**src/rtl/spi_ctrl_pkg.sv**
```systemverilog
// rtl/spi_ctrl_pkg.sv - spi_master register offsets and arbiter state encoding
package spi_ctrl_pkg;

  localparam int SPI_WR_BYTE_OFS = 0;
  localparam int SPI_RD_BYTE_OFS = 1;
  localparam int SPI_START_OFS   = 2;
  localparam int SPI_BUSY_OFS    = 3;

  typedef enum logic [2:0] {
    S_IDLE,
    S_WRITE,
    S_START,
    S_SETTLE,
    S_POLL,
    S_READ,
    S_DONE
  } spi_arb_state_t;

endpackage

```
**src/rtl/rr_arbiter.sv**
```systemverilog
// rtl/rr_arbiter.sv - combinational round-robin pick starting after last_id with wrap
module rr_arbiter #(
  parameter int NumReq  = 4,
  parameter int IdWidth = 2
) (
  input  logic [NumReq-1:0]  req_i,
  input  logic [IdWidth-1:0] last_id_i,
  output logic [NumReq-1:0]  gnt_o,
  output logic [IdWidth-1:0] id_o,
  output logic               valid_o
);

  localparam logic [IdWidth:0] NumReqW = (IdWidth + 1)'(NumReq);

  // One spare bit so last_id + k never overflows before the wrap subtraction.
  logic [IdWidth:0] cand;

  always_comb begin
    gnt_o   = '0;
    id_o    = '0;
    valid_o = 1'b0;
    cand    = '0;
    for (int k = 1; k <= NumReq; k++) begin
      cand = {1'b0, last_id_i} + (IdWidth + 1)'(k);
      if (cand >= NumReqW) cand = cand - NumReqW;
      if (!valid_o && req_i[cand[IdWidth-1:0]]) begin
        valid_o = 1'b1;
        id_o    = cand[IdWidth-1:0];
      end
    end
    gnt_o[id_o] = valid_o;
  end

endmodule

```
**src/rtl/spi_txn_arbiter.sv**
```systemverilog
// rtl/spi_txn_arbiter.sv - round-robin sharing of one spi_master register port among clients
module spi_txn_arbiter
  import spi_ctrl_pkg::*;
#(
  parameter int NumRequesters       = 4,
  parameter int BytesPerTransaction = 1,
  parameter int SpiBaseAddress      = 0,
  parameter int StartSettleCycles   = 4,
  parameter int address_width       = 16,
  parameter int data_width          = 8,
  localparam int IdWidth            = (NumRequesters > 1) ? $clog2(NumRequesters) : 1,
  localparam int WordWidth          = 8 * BytesPerTransaction
) (
  input  logic                                     clk_i,
  input  logic                                     reset_ni,
  input  logic [NumRequesters-1:0]                 req_i,
  input  logic [NumRequesters-1:0][WordWidth-1:0]  tx_data_i,
  output logic [NumRequesters-1:0]                 gnt_o,
  output logic [NumRequesters-1:0]                 done_o,
  output logic [WordWidth-1:0]                     rx_data_o,
  output logic [IdWidth-1:0]                       active_id_o,
  output logic                                     busy_o,
  output logic [address_width-1:0]                 bus_address_o,
  output logic [data_width-1:0]                    bus_data_o,
  output logic                                     bus_rd_wr_o,
  input  logic [data_width-1:0]                    bus_data_i
);

  localparam int CntMax = (BytesPerTransaction + 1 > StartSettleCycles) ?
                          BytesPerTransaction + 1 : StartSettleCycles;
  localparam int CntW   = $clog2(CntMax + 1);

  localparam logic [address_width-1:0] AddrWr    = address_width'(SpiBaseAddress + SPI_WR_BYTE_OFS);
  localparam logic [address_width-1:0] AddrRd    = address_width'(SpiBaseAddress + SPI_RD_BYTE_OFS);
  localparam logic [address_width-1:0] AddrStart = address_width'(SpiBaseAddress + SPI_START_OFS);
  localparam logic [address_width-1:0] AddrBusy  = address_width'(SpiBaseAddress + SPI_BUSY_OFS);

  spi_arb_state_t              state_q, state_d;
  logic [CntW-1:0]             cnt_q, cnt_d;
  logic [WordWidth-1:0]        tx_sh_q, tx_sh_d;
  logic [WordWidth-1:0]        rx_sh_q, rx_sh_d;
  logic [WordWidth-1:0]        rx_data_q, rx_data_d;
  logic [NumRequesters-1:0]    gnt_q, gnt_d;
  logic [NumRequesters-1:0]    done_q, done_d;
  logic [IdWidth-1:0]          id_q, id_d;
  logic [IdWidth-1:0]          last_id_q, last_id_d;
  logic                        busy_q, busy_d;

  logic [NumRequesters-1:0]    arb_gnt;
  logic [IdWidth-1:0]          arb_id;
  logic                        arb_valid;
  logic [WordWidth-1:0]        rx_next;

  rr_arbiter #(
    .NumReq  (NumRequesters),
    .IdWidth (IdWidth)
  ) u_rr_arbiter (
    .req_i     (req_i),
    .last_id_i (last_id_q),
    .gnt_o     (arb_gnt),
    .id_o      (arb_id),
    .valid_o   (arb_valid)
  );

  assign rx_next = (rx_sh_q << 8) | WordWidth'(bus_data_i[7:0]);

  always_comb begin
    state_d       = state_q;
    cnt_d         = cnt_q;
    tx_sh_d       = tx_sh_q;
    rx_sh_d       = rx_sh_q;
    rx_data_d     = rx_data_q;
    gnt_d         = gnt_q;
    done_d        = '0;
    id_d          = id_q;
    last_id_d     = last_id_q;
    busy_d        = busy_q;
    // Idle bus parks on the busy register with rd_wr low: harmless to read
    // and lets spi_master capture rx on its own rx_done pulse.
    bus_address_o = AddrBusy;
    bus_data_o    = '0;
    bus_rd_wr_o   = 1'b0;

    unique case (state_q)
      S_IDLE: begin
        if (arb_valid) begin
          gnt_d   = arb_gnt;
          id_d    = arb_id;
          busy_d  = 1'b1;
          tx_sh_d = tx_data_i[arb_id];
          cnt_d   = '0;
          state_d = S_WRITE;
        end
      end
      S_WRITE: begin
        bus_rd_wr_o   = 1'b1;
        bus_address_o = AddrWr;
        bus_data_o    = data_width'(tx_sh_q[WordWidth-1 -: 8]);
        tx_sh_d       = tx_sh_q << 8;
        if (cnt_q == CntW'(BytesPerTransaction - 1)) begin
          cnt_d   = '0;
          state_d = S_START;
        end else begin
          cnt_d = cnt_q + 1'b1;
        end
      end
      S_START: begin
        bus_rd_wr_o   = 1'b1;
        bus_address_o = AddrStart;
        bus_data_o    = data_width'(1);
        cnt_d         = '0;
        state_d       = S_SETTLE;
      end
      S_SETTLE: begin
        if (cnt_q == CntW'(StartSettleCycles - 1)) begin
          cnt_d   = '0;
          state_d = S_POLL;
        end else begin
          cnt_d = cnt_q + 1'b1;
        end
      end
      S_POLL: begin
        if (!bus_data_i[0]) begin
          cnt_d   = '0;
          state_d = S_READ;
        end
      end
      S_READ: begin
        // Read data returns one cycle after the address, so capture lags by one.
        if (cnt_q < CntW'(BytesPerTransaction)) bus_address_o = AddrRd;
        if (cnt_q != '0) rx_sh_d = rx_next;
        if (cnt_q == CntW'(BytesPerTransaction)) begin
          rx_data_d = rx_next;
          done_d    = gnt_q;
          state_d   = S_DONE;
        end else begin
          cnt_d = cnt_q + 1'b1;
        end
      end
      S_DONE: begin
        gnt_d     = '0;
        busy_d    = 1'b0;
        last_id_d = id_q;
        state_d   = S_IDLE;
      end
      default: state_d = S_IDLE;
    endcase
  end

  always_ff @(posedge clk_i or negedge reset_ni) begin
    if (!reset_ni) begin
      state_q   <= S_IDLE;
      cnt_q     <= '0;
      tx_sh_q   <= '0;
      rx_sh_q   <= '0;
      rx_data_q <= '0;
      gnt_q     <= '0;
      done_q    <= '0;
      id_q      <= '0;
      last_id_q <= IdWidth'(NumRequesters - 1);
      busy_q    <= 1'b0;
    end else begin
      state_q   <= state_d;
      cnt_q     <= cnt_d;
      tx_sh_q   <= tx_sh_d;
      rx_sh_q   <= rx_sh_d;
      rx_data_q <= rx_data_d;
      gnt_q     <= gnt_d;
      done_q    <= done_d;
      id_q      <= id_d;
      last_id_q <= last_id_d;
      busy_q    <= busy_d;
    end
  end

  assign gnt_o       = gnt_q;
  assign done_o      = done_q;
  assign rx_data_o   = rx_data_q;
  assign active_id_o = id_q;
  assign busy_o      = busy_q;

endmodule

```
**config.mk**
```make
export PLATFORM = sky130hd
export DESIGN_NAME = spi_txn_arbiter
export DESIGN_NICKNAME = d
export VERILOG_FILES = /design/src/rtl/spi_ctrl_pkg.sv /design/src/rtl/rr_arbiter.sv /design/src/rtl/spi_txn_arbiter.sv
export SDC_FILE = /design/constraint.sdc
export NUM_CORES = 1
export LEC_CHECK = 0
export BUFFER_PORTS_ARGS = -buffer_cell sky130_fd_sc_hd__buf_2
export CORE_UTILIZATION = 43
export CTS_CLUSTER_SIZE = 10
export DETAILED_ROUTE_END_ITERATION = 16
export GPL_ROUTABILITY_DRIVEN = 1
export HOLD_SLACK_MARGIN = 0.03
export PLACE_DENSITY = 0.86
export SYNTH_ARGS = -nofsm -noshare
export SYNTH_HDL_FRONTEND = slang
export SYNTH_SLANG_ARGS = --single-unit
```
**constraint.sdc**
```tcl
create_clock -name clk_i -period 2.1 [get_ports clk_i]
set_clock_uncertainty 0.2 [all_clocks]
set_input_delay 0.42 -clock clk_i [delete_from_list [all_inputs] [get_ports clk_i]]
set_output_delay 0.42 -clock clk_i [all_outputs]
set_load 0.01 [all_outputs]
```
==> impl_results.md, run 1 <==
* Outcome: completed
* Reg2Reg Capture Point: tx_sh_q[7]
* VDD IR max at 0.0005906 V
* Vias at 1889
* Post-Synthesis Cell Area at 2110 µm²
* Seq cells post-synth at 35
* Slowest cell on crit path: dfstp_2
* Register-to-register setup slack at 0.05 ns
* Routed met1 length at 2.010 mm
* Grt total ovfl at 0
* Reg clk slew, reported paths at 0.07 ns
* Post-route ant nets at 0
* Sequential Power Share at 0.345
* Post-CTS setup buffer count at 0
* Die width at 72.04 µm
* Cell count after synthesis at 217
* NumNets Final at 357
* First-pass GRT wire length at 7.679 mm
* Worst r2r src: last_id_q[1]
* Synth Warn # at 0
* Met3 WL at 314 µm
* Unique masters post-synth at 40
* Hold Path Sink: rx_data_o[4]
* Slew Viols, Final at 0
* Site Rows at 25
* Vias in the first global route at 1701
* Hold path cells at 2
* H-tree depth at 2
* Layout fillers at 381
* RSZ-0062 raised after global routing: true
* Seq/Total Area, Yosys at 0.4164
* GRT Util Overall at 0.1946
* Setup Crit Path Kind: reg -> reg
* Tmin final at 2.047 ns
* Vias per cell at 5.051
* Sequential cell area at 879.6 µm²
* Post-synth EDFFs at 0
* Fin util at 0.5873
* CTS Root Cell: clkbuf_8
* Clock Tree Buf Depth at 2
* Initial antenna violation count at 0
* Iter 0 DRT Violations at 56
* Worst-path fanout max at 5
* Antenna cell count at 0
* Slowest stage delay, CP at 0.58 ns
* Fraction of power spent switching nets at 0.3781
* Top cells by area, synth: dfrtp_1, mux2_2, buf_4, mux2i_1, nand3_1
* Number of CTS-inserted buffers at 5
* Post-synth top area share at 0.3915
* NetSw at 1.195 mW
* Final hold viol count at 0
* Post-synth top area cell: dfrtp_1
* Worst skew pair latency at 0.29 ns
* Clock share of power at 0.192
* Final WL at 4.622 mm
* Port buffer count at 75
* Part of the cycle the worst path needs at 0.9747
* Most used flip-flop cell after synthesis: dfrtp_1
* Depth of the most critical reg-to-reg path at 5
* DR WL/cell at 12.36 µm
* Multi-input gate area at 1099 µm²
* Syn avg cell area at 9.721 µm²
* Min Hold Slack at 0.1620 ns
* Max Freq at 0.4886 GHz
* WP data arrival at 2.02 ns
* Worst EP required at 2.07 ns
* CP startpoint kind: register
* Largest net degree at the start of global routing at 36
* Die H at 72.04 µm
* Gpl congestion at 0.8304
* CP endpoint kind: register
* Setup violators final at 0
* Power Density at 1139 nW/µm²
* I/O pin cnt at 90
* Gate power share at 0.462
* Clock Sinks at 35
* Hold Crit Class: in -> reg
* Total core area at 4723 µm²
* 1st-pass router iterations at 4
* Die area at 5190 µm²
* Asr flop ratio synth at 1.000
* Worst hold start: bus_data_i[4]
* Layout area overhead at 31.49%
* Max-cap viol count at 0
* Hpwl dp at 3.539 mm
* CTS tree: done
* Remaining DRCs at 0
* Top Layer Used: met4
* Ratio of cells with drive above 1 in the final layout at 0.4332
* LEAKAGE at 1.411 nW
* Starting Density at 0.4466
* CP Cell Sequence: mux2i_1, o22ai_2, a21oi_4, mux2_4, a221o_1
* Pint at 1.965 mW
* Metal2 WL at 2.190 mm
## layer usage
metal | GRT usage | up-vias
met5 | 0 | -
met1 | 0.2331 | 878
met3 | 0.05972 | 10
met4 | 0.07625 | 0
met2 | 0.3281 | 91
li1 | - | 910
## cell families (layout without fill, tap and decap cells)
| logic type | after synthesis | count (layout) | synth area share |
|---|---|---|---|
| buf+inv | 36 | 113 | 0.09786 |
| other cells | 1 | 14 | 0.001778 |
| mux | 27 | 27 | 0.1388 |
| flops | 35 | 35 | 0.4164 |
| compound gates | 41 | 41 | 0.1346 |
| fa+ha+maj | 5 | 5 | 0.02966 |
| simple gates | 72 | 72 | 0.1809 |
## cell type report
type / count / area share
multi-input combinational: 159 / 0.3960
sequential: 35 / 0.3171
timing repair buffer: 93 / 0.1998
tap: 67 / 0.03022
clock buffer: 5 / 0.02481
inverter: 12 / 0.01624
clock inverter: 3 / 0.01579
## synth_stat cells (5+ instances only)
| library cell | n |
|---|---|
| a21oi_1 | 6 |
| inv_1 | 12 |
| o21ai_0 | 11 |
| nand3_1 | 18 |
| buf_4 | 16 |
| mux2i_1 | 9 |
| mux2_2 | 18 |
| nand2_1 | 21 |
| and3_1 | 7 |
| dfrtp_1 | 33 |
| o211ai_1 | 7 |
| ha_1 | 5 |
## cell usage in the layout (no fill, tap or decap), types with 4 or more instances in the layout
cell type / count
a21oi_1: 6
nand3_1: 18
clkbuf_8: 5
mux2_2: 17
mux2i_1: 9
and3_1: 7
o211ai_1: 7
conb_1: 14
inv_1: 11
ha_1: 5
buf_4: 13
buf_2: 75
nand2_1: 21
o21ai_0: 11
and2_1: 4
nand2b_1: 4
dfrtp_1: 32
## how the worst max path moves through the flow
stage	startpoint	to	slack [ns]	cells past startpoint
after floorplan	last_id_q[1]	tx_sh_q[7]	0.01	5
after global placement	req_i[1]	tx_sh_q[7]	-0.007	6
after detailed placement	req_i[1]	tx_sh_q[7]	-0.04	6
after CTS	last_id_q[1]	tx_sh_q[7]	0.05	5
after global routing	last_id_q[1]	tx_sh_q[7]	-0.01	5
final	last_id_q[1]	tx_sh_q[7]	0.05	5
## power by group through the flow
stage	registers (mW)	logic, mW	clock network, mW
after floorplan	1.11	0.918	0
after detailed placement	1.10	1.44	0
after global routing	1.12	1.63	0.654
after CTS	1.08	1.46	0.621
final	1.09	1.46	0.607
after global placement	1.08	1.40	0
## registers in the layout, summed over array words and instances (netlist names)
signal	cells
busy_o	1
cnt_q	3
tx_sh_q	8
active_id_o	2
done_o	4
gnt_o	4
last_id_q	2
state_q	3
rx_data_o	8
## stage by stage
step	instance area (µm²)	instances	setup TNS, ns	total power [mW]	worst slack (ns)
after floorplan	2176	230	0	2.025	0.01261
after global placement	2639	365	-0.007138	2.485	-0.007138
after detailed placement	2639	365	-0.06788	2.539	-0.04185
after CTS	2764	374	0	3.164	0.05145
after global routing	2774	374	-0.009848	3.406	-0.009848
final	2774	374	0	3.160	0.05320
## what timing repair did
action                                  CTS  global route
hold buffers                              1             0
cloned                                    0             0
hold endpoints to repair                 33             0
gates resized for setup                   1             4
endpoints found under the setup margin    2            13
## critical path, delay by kind of cell (launching register included)
| family | cells | cell delay, ns |
|---|---|---|
| flip-flops | 1 | 0.58 |
| multiplexers | 2 | 0.55 |
| AO/OA/AOI/OAI | 3 | 0.60 |
No activity file was read; power rests on OpenSTA's default activity.
==> inputs of run 2 (changes only) <==
PLACE_DENSITY = 0.76   (was 0.86)
==> run 2 against run 1 <==
  * Setup slack got worse by 0.036 ns
  * Critical path type unchanged
  * Critical path depth unchanged
  * Largest power group unchanged
  * Wire length increased by 4.8%
  * Global-route usage decreased by 0.97 points
  * Largest cell class unchanged
  * Maximum frequency decreased by 1.7%
  * Via count increased by 0.16%
==> impl_results.md, run 2 (synthesis gave the netlist of run 1 again) <==
* CP startpoint kind: register
* LEAKAGE at 1.453 nW
* Worst EP required at 2.07 ns
* Hold Crit Class: in -> reg
* Max-cap viol count at 0
* Hpwl dp at 3.648 mm
* Final hold viol count at 0
* Largest net degree at the start of global routing at 22
* Remaining DRCs at 0
* I/O pin cnt at 90
* Reg clk slew, reported paths at 0.07 ns
* Iter 0 DRT Violations at 42
* Dpl cells at 365
* Site Rows at 25
* Setup violators final at 0
* Total core area at 4723 µm²
* CP Cell Sequence: mux2i_2, o22ai_2, a21oi_4, mux2_4, a221o_1
* Post-DP Area at 2639 µm²
* Grt total ovfl at 0
* Setup Crit Path Kind: reg -> reg
* Final WL at 4.842 mm
* NumNets Final at 363
* Commonest non-fill, non-tap cell in the layout: buf_2
* Vias in the first global route at 1617
* Slowest stage delay, CP at 0.60 ns
* Layout area overhead at 32.92%
* Total power at 3.131 mW
* Outcome: completed
* Design area at 2804 µm²
* Antenna cell count at 0
* Commonest non-fill, non-tap cells in the layout: buf_2, dfrtp_1, nand2_1, buf_4, nand3_1
* Tmin final at 2.083 ns
* DR WL/cell at 12.78 µm
* Max Freq at 0.4802 GHz
* Worst slack at placement at -0.05674 ns
* Register-to-register setup slack at 0.02 ns
* CTS Root Cell: clkbuf_8
* GRT Util Overall at 0.1849
* 1st-pass router iterations at 4
* Post-route ant nets at 0
* H-tree depth at 2
* Die H at 72.04 µm
* CP endpoint kind: register
* WP data arrival at 2.05 ns
* Slew Viols, Final at 0
* Slowest cell on crit path: dfstp_2
* Clock Sinks at 35
* Power Density at 1117 nW/µm²
* Worst-path fanout max at 6
* Part of the cycle the worst path needs at 0.9917
* Clock Tree Buf Depth at 2
* Initial antenna violation count at 0
* Die area at 5190 µm²
* Setup TNS at 0 ns
* VDD IR max at 0.0004385 V
* Vias per cell at 4.992
* Fin cells at 379
* Number of CTS-inserted buffers at 5
* Gpl congestion at 0.8452
* RSZ-0062 raised after global routing: true
* Worst skew pair latency at 0.29 ns
* Die width at 72.04 µm
* Ratio of cells with drive above 1 in the final layout at 0.4423
* Vias at 1892
* Final worst slack at 0.01740 ns
* Starting Density at 0.4466
* Port buffer count at 75
* First-pass GRT wire length at 7.445 mm
* CTS tree: done
## run 2: power by group
group | switching (mW) | internal [mW] | total [mW]
clock | 0.237 | 0.257 | 0.495
combinational | 0.791 | 0.751 | 1.54
sequential | 0.173 | 0.922 | 1.09
## run 2: what timing repair did
action	4_1_cts	5_1_grt
endpoints found under the hold margin	18	0
hold buffers	1	0
setup endpoints to repair	0	16
gates resized for setup	0	7
setup buffers	0	6
## run 2: path summary, 6_finish.rpt
check / start / endpoint / depth (start not counted)
setup / recovery: last_id_q[1] / tx_sh_q[7] / 5
hold / removal: bus_data_i[3] / rx_data_o[3] / 2
setup reg to reg: last_id_q[1] / tx_sh_q[7] / 5
hold reg to reg: rx_data_o[3] / rx_data_o[3] / 1
max in group asynchronous: reset_ni / state_q[1] / 3
min in group asynchronous: reset_ni / rx_data_o[1] / 2
## run 2: critical path: cells and delay by family (launching register included)
family	cells	cell delay (ns)
mux	2	0.56
flops	1	0.60
compound gates	3	0.61
## run 2: per-stage QoR
stage	utilization	hold WS (ns)
2_1_floorplan	-	-0.07559
6_report	0.5936	0.1684
3_5_place_dp	0.5587	0.2077
4_1_cts	0.5793	0.1678
3_3_place_gp	0.5587	0.2004
5_1_grt	0.5936	0.1667
## run 2: layout make-up
class / count / area, µm²
sequential: 35 / 879.6
clock inverter: 1 / 5.005
fill: 397 / 1919
multi-input combinational: 159 / 1109
inverter: 12 / 45.04
clock buffer: 6 / 82.58
tap: 67 / 83.83
timing repair buffer: 99 / 599.3
## run 2: per-layer routing
layer / routed length (µm) / vias up / GRT usage / share of wire
met5: 0 / - / 0 / 0
met4: 21 / 0 / 0.04575 / 0.0043
met3: 283 / 3 / 0.04861 / 0.058
met2: 2383 / 77 / 0.2977 / 0.49
met1: 2154 / 890 / 0.2498 / 0.44
li1: - / 922 / - / -
